--- config.mk ---
export PLATFORM = sky130hd
export DESIGN_NAME = gray_seq_stepper_flat
export DESIGN_NICKNAME = d
export VERILOG_FILES = /design/src/rtl/gray_seq_stepper_if.sv /design/src/rtl/gray_seq_stepper.sv /design/src/flat_wrapper.sv
export SDC_FILE = /design/constraint.sdc
export NUM_CORES = 1
export LEC_CHECK = 0
export CAP_MARGIN = 30
export CORE_MARGIN = 2
export CORE_UTILIZATION = 48
export CTS_CLUSTER_DIAMETER = 100
export DETAILED_ROUTE_END_ITERATION = 16
export HOLD_SLACK_MARGIN = 0.15
export PLACE_DENSITY = 0.83
export SYNTH_ARGS = -nofsm -noshare
export SYNTH_HDL_FRONTEND = slang
export SYNTH_SLANG_ARGS = --single-unit
--- constraint.sdc ---
create_clock -name clk -period 5.6 [get_ports clk]
set_input_delay 0.84 -clock clk [delete_from_list [all_inputs] [get_ports clk]]
set_output_delay 0.84 -clock clk [all_outputs]
set_load 0.005 [all_outputs]
--- src/rtl/gray_seq_stepper_if.sv ---
// Handshake/data bundle between the position stepper and its controller/consumer.
// Master drives control and ready; slave (the stepper) drives position and status.
interface gray_seq_stepper_if;
    logic       start;
    logic       stop;
    logic       dir;
    logic       load;
    logic [2:0] load_val;
    logic       ready;
    logic [2:0] A;
    logic       step_valid;
    logic       wrap;
    logic       busy;

    modport master (
        output start, stop, dir, load, load_val, ready,
        input  A, step_valid, wrap, busy
    );

    modport slave (
        input  start, stop, dir, load, load_val, ready,
        output A, step_valid, wrap, busy
    );
endinterface

--- src/rtl/gray_seq_stepper.sv ---
// Prescaled 3-bit up/down position stepper feeding the encoder A input; SEQ_WRAP_STOP_EN makes a wrap end the sweep.
// Latency: first step PRESCALE edges after start is sampled; A/step_valid/wrap are registered, busy decodes state.
// Backpressure: a due step with ready low parks in WAIT holding A and pcnt until ready returns.
module gray_seq_stepper #(
    parameter int unsigned PRESCALE = 4
) (
    input  logic                clk,
    input  logic                rst,
    gray_seq_stepper_if.slave   sif
);

    localparam int unsigned PW = $clog2(PRESCALE + 1);
    localparam logic [PW-1:0] PMAX = PW'(PRESCALE - 1);

    typedef enum logic [1:0] {
        IDLE = 2'd0,
        RUN  = 2'd1,
        WAIT = 2'd2
    } state_t;

    state_t        state, state_nxt;
    logic [PW-1:0] pcnt, pcnt_nxt;
    logic [2:0]    a_q, a_step;
    logic          step_valid_q, wrap_q;
    logic          do_step;
    logic          step_wrap;

    assign a_step    = sif.dir ? (a_q + 3'd1) : (a_q - 3'd1);
    assign step_wrap = sif.dir ? (a_q == 3'd7) : (a_q == 3'd0);

    always_comb begin
        state_nxt = state;
        pcnt_nxt  = pcnt;
        do_step   = 1'b0;

        unique case (state)
            IDLE: begin
                pcnt_nxt = '0;
                if (sif.start && !sif.stop) begin
                    state_nxt = RUN;
                end
            end
            RUN: begin
                if (pcnt == PMAX) begin
                    if (sif.ready) begin
                        do_step  = 1'b1;
                        pcnt_nxt = '0;
                    end else begin
                        state_nxt = WAIT;
                    end
                end else begin
                    pcnt_nxt = pcnt + PW'(1);
                end
            end
            WAIT: begin
                if (sif.ready) begin
                    do_step   = 1'b1;
                    pcnt_nxt  = '0;
                    state_nxt = RUN;
                end
            end
            default: begin
                state_nxt = IDLE;
                pcnt_nxt  = '0;
            end
        endcase

        // Stop outranks a due step; load outranks both but leaves state alone.
        if (state != IDLE && sif.stop) begin
            state_nxt = IDLE;
            pcnt_nxt  = '0;
            do_step   = 1'b0;
        end

        if (sif.load) begin
            do_step  = 1'b0;
            pcnt_nxt = '0;
            if (state != IDLE) begin
                state_nxt = sif.stop ? IDLE : state;
            end
        end

`ifdef SEQ_WRAP_STOP_EN
        if (do_step && step_wrap) begin
            state_nxt = IDLE;
        end
`endif
    end

    always_ff @(posedge clk or posedge rst) begin
        if (rst) begin
            state        <= IDLE;
            pcnt         <= '0;
            a_q          <= 3'd0;
            step_valid_q <= 1'b0;
            wrap_q       <= 1'b0;
        end else begin
            state        <= state_nxt;
            pcnt         <= pcnt_nxt;
            step_valid_q <= do_step;
            wrap_q       <= do_step && step_wrap;
            if (sif.load) begin
                a_q <= sif.load_val;
            end else if (do_step) begin
                a_q <= a_step;
            end
        end
    end

    assign sif.A          = a_q;
    assign sif.step_valid = step_valid_q;
    assign sif.wrap       = wrap_q;
    assign sif.busy       = (state != IDLE);

endmodule

--- src/flat_wrapper.sv ---
// flat-port wrapper written by rule: the top's interface ports become plain ports
module gray_seq_stepper_flat 
#(
    parameter int unsigned PRESCALE = 4
)
  (clk, rst, sif_start, sif_stop, sif_dir, sif_load, sif_load_val, sif_ready, sif_A, sif_step_valid, sif_wrap, sif_busy);
  gray_seq_stepper_if sif_i ();
  input  logic clk;
  input  logic rst;
  input wire logic [$bits(sif_i.start)-1:0] sif_start;
  input wire logic [$bits(sif_i.stop)-1:0] sif_stop;
  input wire logic [$bits(sif_i.dir)-1:0] sif_dir;
  input wire logic [$bits(sif_i.load)-1:0] sif_load;
  input wire logic [$bits(sif_i.load_val)-1:0] sif_load_val;
  input wire logic [$bits(sif_i.ready)-1:0] sif_ready;
  output wire logic [$bits(sif_i.A)-1:0] sif_A;
  output wire logic [$bits(sif_i.step_valid)-1:0] sif_step_valid;
  output wire logic [$bits(sif_i.wrap)-1:0] sif_wrap;
  output wire logic [$bits(sif_i.busy)-1:0] sif_busy;
  assign sif_i.start = sif_start;
  assign sif_i.stop = sif_stop;
  assign sif_i.dir = sif_dir;
  assign sif_i.load = sif_load;
  assign sif_i.load_val = sif_load_val;
  assign sif_i.ready = sif_ready;
  assign sif_A = sif_i.A;
  assign sif_step_valid = sif_i.step_valid;
  assign sif_wrap = sif_i.wrap;
  assign sif_busy = sif_i.busy;
  gray_seq_stepper #(.PRESCALE(PRESCALE)) u_core (.clk(clk), .rst(rst), .sif(sif_i));
endmodule
==> reports/qor.yml <==
grt:
  grt_pass1_wl_um: 2040
  grt_usage: 0.199
  grt_max_degree: 14
  grt_pass1_vias: 476
  grt-ovfl-total: 0
  antenna_found_initial: 0
timing:
  hold_viol: 0
  worst_pin_slew_ns: 0.434
  min_period_ns: 2.52
  fin_crit_sh: 0.450
  fmax_mhz: 397
  clock_skew_ns: 0.00434
  slew_headroom: 0.710
  tns_ns: 0
  whs_ns: 0.545
  setup_violations: 0
  drv_slew: 0
  rsz0062_at_grt: "no"
clock_network:
  post_cts_buffers: 0
  clock-sinks: 10
  cts_tree: "yes"
  cts_hold_buf: 0
  ctsResizeCount: 0
  clkLatencyLatePin_ns: 0.27
  cts_root_buf: "clkbuf_4"
  clk_path_buf_depth: 2
  path_clk_slew_ns: 0.07
  htreeDepth: 1
  cts_inserted_buffers: 3
setup_path:
  crit_path_start_kind: "register"
  worst_ep_required_time_ns: 4.76
  worstPathArrival_ns: 1.68
  critPathKind: "register to output pin"
  end_kind: "output pin"
  worst-path-max-fanout: 5
cells_and_area:
  area_growth_pct: 31.3
  antennaDiodeCount: 0
  final_nets: 104
  final_util: 0.658
  seq_area_sq_um: 250
  fin_cells: 102
  fin_area_sq_um: 846
  multi_input_area_sq_um: 364
  drive_gt1_frac: 0.0690
  n_fill_cell: 108
synthesis:
  avgSynthCellArea_sq_um: 9.34
  synth_edf_count: 0
  syn_area_sq_um: 644
  yosys_warnings: 0
  yosys_most_used_dff: "dfrtp_1"
  synth_seq_cells: 10
  ys_types: 26
  yosysSeqAreaShare: 0.388
  synth_cells: 69
  synthesis.nets: 85
  async_reset_ff_frac: 1.00
min_path:
  hp-class: "register to register"
floorplan:
  ioPinCount: 16
  start_util: 0.501
  die_h_um: 40.6
  die_x_um: 40.6
  rows: 13
  core_sq_um: 1280
  dieArea_sq_um: 1650
drt:
  drt_iter0_markers: 15
  drc: 0
  wl_um: 1390
  avgViaCountPerCell: 5.58
  vias: 569
  ant_nets: 0
  routedWlPerCell_um: 13.6
  first_pass_iters: 4
power_and_ir_drop:
  power_density_nw_per_um2: 288
  irDropWorstVdd_mv: 0.199
  power.leakage_uw: 0.000368
placement:
  place_congestion: 0.815
  io_buffers: 15
  placed_area_sq_um: 810
  dp_hpwl_um: 1060
  placedCellCount: 98
flow_run:
  maxCapViolations: 0
run_status:
  status: "complete, no violations"
metrics by stage:
stage / total power (uW) / worst slack [ns]
4_1_cts: 244 / 3.10
3_3_place_gp: 175 / 3.07
6_report: 244 / 3.08
2_1_floorplan: 144 / 3.68
5_1_grt: 260 / 3.00
3_5_place_dp: 177 / 3.04
final cells by class:
type,instances,area share
Inverter,7,0.0311
Tap cell,15,0.0222
Clock buffer,4,0.0429
Multi-Input combinational cell,51,0.430
Timing Repair Buffer,15,0.178
Sequential cell,10,0.296
cells by family (layout without fill, tap and decap cells):
group           Yosys count  after routing  share of synthesized area
compound gates           18             18                      0.179
xor+xnor                  2              2                     0.0272
fa+ha+maj                 6              6                      0.128
buf+inv                   8             26                     0.0466
flops                    10             10                      0.388
mux                       2              2                     0.0349
simple gates             23             23                      0.196
synthesized netlist by cell type, types with 2 or more instances:
master,number,area share
or4_1,2,0.023
dfrtp_1,10,0.39
xor2_1,2,0.027
nand2b_1,2,0.019
nand2_1,6,0.035
inv_1,7,0.041
a21oi_1,4,0.031
nor3_1,3,0.023
ha_1,5,0.097
nor2_1,2,0.012
a211oi_1,3,0.035
nand3_1,2,0.016
nor2b_1,3,0.029
o21ai_0,6,0.047
per-layer routing:
layer | share of wire | global-route usage | vias to the layer above
met5 | 0 | 0 | -
met4 | 0.0094 | 0.0500 | 0
met3 | 0.041 | 0.0978 | 2
met2 | 0.50 | 0.302 | 11
met1 | 0.45 | 0.251 | 275
li1 | - | - | 281
state kept, by name, summed over array words and instances (netlist names):
signal,count
u_core.pcnt,3
u_core.sif.A,3
u_core.sif.step_valid,1
u_core.sif.wrap,1
u_core.state,2
placed cells by master (no fill, tap or decap), drive strengths merged:
cell	count
clkdlybuf4s50	15
dfrtp	10
inv	7
o21ai	6
nand2	6
ha	5
a21oi	4
clkbuf	4
nor3	3
nor2b	3
a211oi	3
nor2	2
nand2b	2
nand3	2
xor2	2
or4	2
nand3b	2
mux2	2
o21bai	1
o2bb2ai	1
o21a	1
a221o	1
a32oi	1
nand4	1
fa	1
path summary, 6_finish.rpt:
check	slack, ns	depth (start not counted)	to	start
worst max-delay path	3.08	4	sif_busy	u_core.state[0]
worst min-delay path	0.55	2	u_core.pcnt[2]	u_core.pcnt[2]
worst max register to register	3.52	6	u_core.sif.A[1]	u_core.state[1]
worst min register to register	0.55	2	u_core.pcnt[2]	u_core.pcnt[2]
max in group asynchronous	4.47	2	u_core.sif.A[1]	rst
min in group asynchronous	0.85	2	u_core.pcnt[1]	rst
power by group:
group	internal (uW)	switching (uW)	total [uW]	leakage [uW]
clock	39.5	25.9	65.4	0.0000210
sequential	79.2	9.06	88.2	0.000132
combinational	41.6	48.3	89.9	0.000215
total	160	83.3	244	0.000368
worst max-delay path: stages (launching register included):
cell	delay (ns)
dfrtp_1	0.42
inv_1	0.10
ha_1	0.25
inv_1	0.13
clkdlybuf4s50_1	0.51
Note: power is estimated with default switching activity, not from simulation.
